## src/rtl/ex_stage_unit.sv

```systemverilog
// Execute stage for the WISC-S25 pipeline: ALU with saturating arithmetic,
// Z/N/V flag register and the EX/MEM boundary register.
module ex_stage_unit (
    input  logic        clk,
    input  logic        rst_n,
    input  logic        stall,
    input  logic        flush,
    input  logic [15:0] ID_EX_PC_next,
    input  logic [37:0] ID_EX_EX_signals,
    input  logic [17:0] ID_EX_MEM_signals,
    input  logic [7:0]  ID_EX_WB_signals,
    output logic [15:0] EX_MEM_PC_next,
    output logic [15:0] EX_MEM_ALU_out,
    output logic [17:0] EX_MEM_MEM_signals,
    output logic [7:0]  EX_MEM_WB_signals,
    output logic        ZF,
    output logic        NF,
    output logic        VF
);

    localparam logic [3:0] OP_ADD    = 4'b0000;
    localparam logic [3:0] OP_SUB    = 4'b0001;
    localparam logic [3:0] OP_XOR    = 4'b0010;
    localparam logic [3:0] OP_RED    = 4'b0011;
    localparam logic [3:0] OP_SLL    = 4'b0100;
    localparam logic [3:0] OP_SRA    = 4'b0101;
    localparam logic [3:0] OP_ROR    = 4'b0110;
    localparam logic [3:0] OP_PADDSB = 4'b0111;
    localparam logic [3:0] OP_LW     = 4'b1000;
    localparam logic [3:0] OP_SW     = 4'b1001;
    localparam logic [3:0] OP_LLB    = 4'b1010;
    localparam logic [3:0] OP_LHB    = 4'b1011;

    logic [15:0] alu_a, alu_b;
    logic [3:0]  alu_op;
    logic        z_en, nv_en;

    assign alu_a  = ID_EX_EX_signals[37:22];
    assign alu_b  = ID_EX_EX_signals[21:6];
    assign alu_op = ID_EX_EX_signals[5:2];
    assign z_en   = ID_EX_EX_signals[1];
    assign nv_en  = ID_EX_EX_signals[0];

    function automatic logic [15:0] paddsb(input logic [15:0] a, input logic [15:0] b);
        logic [3:0]  s;
        logic [15:0] r;
        r = '0;
        for (int i = 0; i < 4; i++) begin
            s = a[4*i +: 4] + b[4*i +: 4];
            if ((a[4*i+3] == b[4*i+3]) && (s[3] != a[4*i+3]))
                r[4*i +: 4] = a[4*i+3] ? 4'h8 : 4'h7;
            else
                r[4*i +: 4] = s;
        end
        return r;
    endfunction

    logic [15:0] sum, diff, sll_res, sra_res, ror_res;
    logic [8:0]  red_hi, red_lo;
    logic [9:0]  red_sum;
    logic        add_ovf, sub_ovf;

    assign sum     = alu_a + alu_b;
    assign diff    = alu_a - alu_b;
    // Signed overflow: operands agree (add) or differ (sub) in sign and the result sign flips.
    assign add_ovf = (alu_a[15] == alu_b[15]) && (sum[15] != alu_a[15]);
    assign sub_ovf = (alu_a[15] != alu_b[15]) && (diff[15] != alu_a[15]);

    assign red_hi  = {alu_a[15], alu_a[15:8]} + {alu_b[15], alu_b[15:8]};
    assign red_lo  = {alu_a[7], alu_a[7:0]} + {alu_b[7], alu_b[7:0]};
    assign red_sum = {red_hi[8], red_hi} + {red_lo[8], red_lo};

    assign sll_res = alu_a << alu_b[3:0];
    assign sra_res = $signed(alu_a) >>> alu_b[3:0];
    // A shift of 16 on the left half clears it, so an amount of 0 passes A through.
    assign ror_res = (alu_a >> alu_b[3:0]) | (alu_a << (5'd16 - {1'b0, alu_b[3:0]}));

    logic [15:0] alu_d;
    logic        sat_d;

    always_comb begin
        // NOTE: default every always_comb output first so no path leaves it unassigned (no latch).
        alu_d = '0;
        sat_d = 1'b0;
        case (alu_op)
            OP_ADD: begin
                sat_d = add_ovf;
                alu_d = add_ovf ? (alu_a[15] ? 16'h8000 : 16'h7FFF) : sum;
            end
            OP_SUB: begin
                sat_d = sub_ovf;
                alu_d = sub_ovf ? (alu_a[15] ? 16'h8000 : 16'h7FFF) : diff;
            end
            OP_XOR:        alu_d = alu_a ^ alu_b;
            OP_RED:        alu_d = {{6{red_sum[9]}}, red_sum};
            OP_SLL:        alu_d = sll_res;
            OP_SRA:        alu_d = sra_res;
            OP_ROR:        alu_d = ror_res;
            OP_PADDSB:     alu_d = paddsb(alu_a, alu_b);
            OP_LW, OP_SW:  alu_d = sum;
            OP_LLB:        alu_d = {alu_a[15:8], alu_b[7:0]};
            OP_LHB:        alu_d = {alu_b[7:0], alu_a[7:0]};
            default:       alu_d = '0;
        endcase
    end

    logic zf_d, nf_d, vf_d;

    assign zf_d = (alu_d == 16'h0000);
    assign nf_d = alu_d[15];
    assign vf_d = sat_d;

    logic [15:0] pc_q, alu_q;
    logic [17:0] mem_q;
    logic [7:0]  wb_q;
    logic        zf_q, nf_q, vf_q;

    // Flush beats stall: the bubble goes in and PC_next still advances; flags never change on a flush.
    always_ff @(posedge clk) begin
        // NOTE: sequential state uses non-blocking assignments so all registers update from pre-edge values.
        if (!rst_n) begin
            pc_q  <= '0;
            alu_q <= '0;
            mem_q <= '0;
            wb_q  <= '0;
            zf_q  <= 1'b0;
            nf_q  <= 1'b0;
            vf_q  <= 1'b0;
        end else if (flush) begin
            pc_q  <= ID_EX_PC_next;
            alu_q <= '0;
            mem_q <= '0;
            wb_q  <= '0;
        end else if (!stall) begin
            pc_q  <= ID_EX_PC_next;
            alu_q <= alu_d;
            mem_q <= ID_EX_MEM_signals;
            wb_q  <= ID_EX_WB_signals;
            if (z_en) zf_q <= zf_d;
            if (nv_en) begin
                nf_q <= nf_d;
                vf_q <= vf_d;
            end
        end
    end

    assign EX_MEM_PC_next     = pc_q;
    assign EX_MEM_ALU_out     = alu_q;
    assign EX_MEM_MEM_signals = mem_q;
    assign EX_MEM_WB_signals  = wb_q;
    assign ZF                 = zf_q;
    assign NF                 = nf_q;
    assign VF                 = vf_q;

endmodule

```

## config.mk

```make
export PLATFORM = sky130hd
export DESIGN_NAME = ex_stage_unit
export DESIGN_NICKNAME = d
export VERILOG_FILES = /design/src/rtl/ex_stage_unit.sv
export SDC_FILE = /design/constraint.sdc
export NUM_CORES = 1
export LEC_CHECK = 0
export ABC_AREA = 1
export BUFFER_PORTS_ARGS = -buffer_cell sky130_fd_sc_hd__buf_2
export CORE_ASPECT_RATIO = 0.6
export CORE_MARGIN = 3
export CORE_UTILIZATION = 50
export CTS_BUF_LIST = sky130_fd_sc_hd__clkbuf_8
export DETAILED_ROUTE_END_ITERATION = 8
export HOLD_SLACK_MARGIN = 0.1
export PLACE_DENSITY = 0.81
export SLEW_MARGIN = 20
export SYNTH_ARGS = -nofsm -noshare
export SYNTH_HDL_FRONTEND = slang
export SYNTH_SLANG_ARGS = --single-unit
```

## constraint.sdc

```tcl
create_clock -name clk -period 4.9 [get_ports clk]
set_input_delay 0.49 -clock clk [delete_from_list [all_inputs] [get_ports clk]]
set_output_delay 0.49 -clock clk [all_outputs]
set_load 0.05 [all_outputs]
```

==> metrics <==
Iteration-0 DRC Markers 2039; Num Clock Sinks 61; critical path start-end classification primary input to flip-flop; aggregate negative setup slack 0 ps; antenna violations before repair 0; cell taking the most area after synthesis nand2_1; hold bufs inserted after CTS 0; core box area 0.0165 mm2; final RePlAce weighted congestion 1.08; maximum root-to-sink buffer count 2; number of global-route vias before repair 9513; placed instance count 1930; library cell used as clock root buffer clkbuf_8; I/O pin count 145; cell area after technology mapping 0.00860 mm2; worst-case setup slack after placement 442 ps; cell row count 36; sequential standard cell area 0.00122 mm2; worst min-delay path class primary input to flip-flop; reported max-cap violation count 0; fraction of registers with async set or reset after synthesis 0; # nets final 1861; cell family contributing the most delay on the critical path simple AND/OR/NAND/NOR gates; detailed-routing iteration count for the pre-antenna-repair pass 7; horizontal extent of the die 175 um; Vias 11.4k; critical path buffer and inverter count 2; delay of the slowest cell on the worst path 490 ps; IR drop worst, VDD 0.000164 V; leading cell types in the layout, fill and taps excluded nand2_1 (601), nand3_1 (244), nor2_1 (172), inv_1 (163), buf_2 (144); later-pin clock latency in the skew report 330 ps; number of synthesized register bits 61; count of non-filler cells in the finished layout 1946; post-cts gate resize count 0; final hold violation count 0; TritonCTS Buffers 9; total DRC errors in the routed layout 0; nets in the synthesized netlist 1751; number of different library cells in the post-synthesis netlist 42; area growth from synthesis to final layout 12.4%; RSZ-0062 raised after global routing no; final critical path time including I/O delays and setup 4230 ps; TritonCTS clock tree yes; launching element type of the critical path primary input; fraction of synthesized cell area taken by the top area cell type 0.262; total power per unit cell area 237 mW/mm2; average cell area after synthesis 5.36 um2; number of warnings printed during yosys synthesis 0; Final WS setup 670 ps; count of final setup violators 0; area used by multi-input combinational logic 0.00639 mm2; top area cells in the synthesized netlist nand2_1 (26%), dfxtp_1 (14%), nand3_1 (14%); layout cell share with drive strength beyond 1 0.130; initial core utilization 0.520; Clock H-tree levels 3; WP data arrival 4510 ps; Die Footprint 0.0189 mm2; actual slew at the worst max-slew pin 1020 ps; Die Ht 108 um; cell with the most instances on the worst path nand2_1; Wirelength per Cell 20.1 um; final clock skew 0 ps; PnR Total Power 2.29 mW; ordered list of cells on the worst path buf_2 > inv_1 > ha_1 > nand2_1 > nand2_1 > nand2_1 > nand2_1 > a21oi_1 > nand2_1 > a21o_1 > a21oi_1 > fa_1 > xnor2_1 > nand2_1 > o21ai_0 > nand2_1 > nand3_1 > nor2_1 > nand3_1 > nor2_1 > nand3_1 > nor3_2 > nand3_1 > a21oi_2; number of nets with antenna violations after detailed routing 0; maximum achievable frequency 236 MHz; total routing usage reported by global routing 0.400; run status completed; count of fill cells added during filler insertion 1698; library cell contributing the largest single delay on the critical path ha_1; critical path peak fanout 15; post-synthesis cell count 1603; Congestion Overflow GR 0; routed wire length 39000 um; worst path required time 5180 ps; most frequent standard cell in the layout excluding fill and tap cells nand2_1; ys flop type dfxtp_1; post-synthesis sequential area ratio 0.142; number of buffers inserted by port buffering 144; Setup Buffers After CTS 0; vias per cell 5.84; maximum number of pins on one net before global-route repair 56; final worst-path cycle share 0.863; clock-pin slew on the worst setup and hold paths 80 ps; Util after Layout 0.585; Detail Placement HPWL 31700 um; category of the worst setup path capture point flip-flop; count of flip-flops with a built-in enable after synthesis 0; number of inserted diodes 0; wire length of the first global-routing pass 57200 um; relative slew slack 0.321; leakage power figure 5.61 nW; Final Max Slew Viols 0
==> sequential cells by signal (all words and copies together) (netlist names) <==
| name | cells |
|---|---|
| NF | 1 |
| ZF | 1 |
| EX_MEM_PC_next | 16 |
| EX_MEM_WB_signals | 8 |
| EX_MEM_MEM_signals | 18 |
| VF | 1 |
| EX_MEM_ALU_out | 16 |
==> worst paths after layout <==
kind,start,end,slack [ps],cells after the start
max,ID_EX_EX_signals[12],ZF,670,24
min,ID_EX_MEM_signals[7],EX_MEM_MEM_signals[7],390,3
max reg2reg,EX_MEM_ALU_out[5],EX_MEM_ALU_out[5],4030,4
min reg2reg,EX_MEM_MEM_signals[7],EX_MEM_MEM_signals[7],460,2
==> cell usage after synthesis, drive strengths merged, types with 3 or more instances <==
library cell	count
ha	41
and2	3
nor3	5
clkbuf	26
a21oi	73
nand4	12
o22ai	6
or2	3
dfxtp	61
nor2	179
nand3	245
o21ai	59
nand2	613
buf	40
o211ai	11
fa	23
nand3b	5
xnor2	5
inv	177
==> area by class of cell <==
type,instances,share of cell area
repair buffers,165,0.0909
multi-input cells,1297,0.661
inverters,179,0.0696
clock buffers,9,0.0128
flip-flops and latches,61,0.126
well taps,228,0.0295
clock inverters,7,0.0102
==> layer usage <==
layer  wire [um]  up-vias  GRT usage  part of all wire
li1            -     5306          -                 -
met1       16800     5034      0.584              0.43
met2       13900      964      0.508              0.36
met3        7750       65      0.226              0.20
met4         579        0     0.0563             0.015
met5           0        -          0                 0
==> metrics by stage <==
stage / hold WS, ps / instance area (um2)
global placement: 440 / 9440
finish: 387 / 9670
global route: 394 / 9670
floorplan: 635 / 8600
CTS: 375 / 9670
detailed placement: 454 / 9440
==> tightest hold or removal path, cell delays in order <==
cell     delay [ps]
buf_2            90
nand2_1          50
a21oi_1          50
==> kinds of logic after synthesis <==
kind of cell,after synthesis,share of synthesized area
buffers and inverters,245,0.116
AOI/OAI and AO/OA,158,0.102
adders and majority gates,64,0.113
and+or+nand+nor,1068,0.520
DFF,61,0.142
xor gates and xnor gates,7,0.00713
==> power by group <==
group	total, mW	switching (mW)	internal (mW)
Clock	0.497	0.209	0.289
Combinational	1.27	0.896	0.369
Sequential	0.533	0.0130	0.519
(Power assumes the default switching activity.)
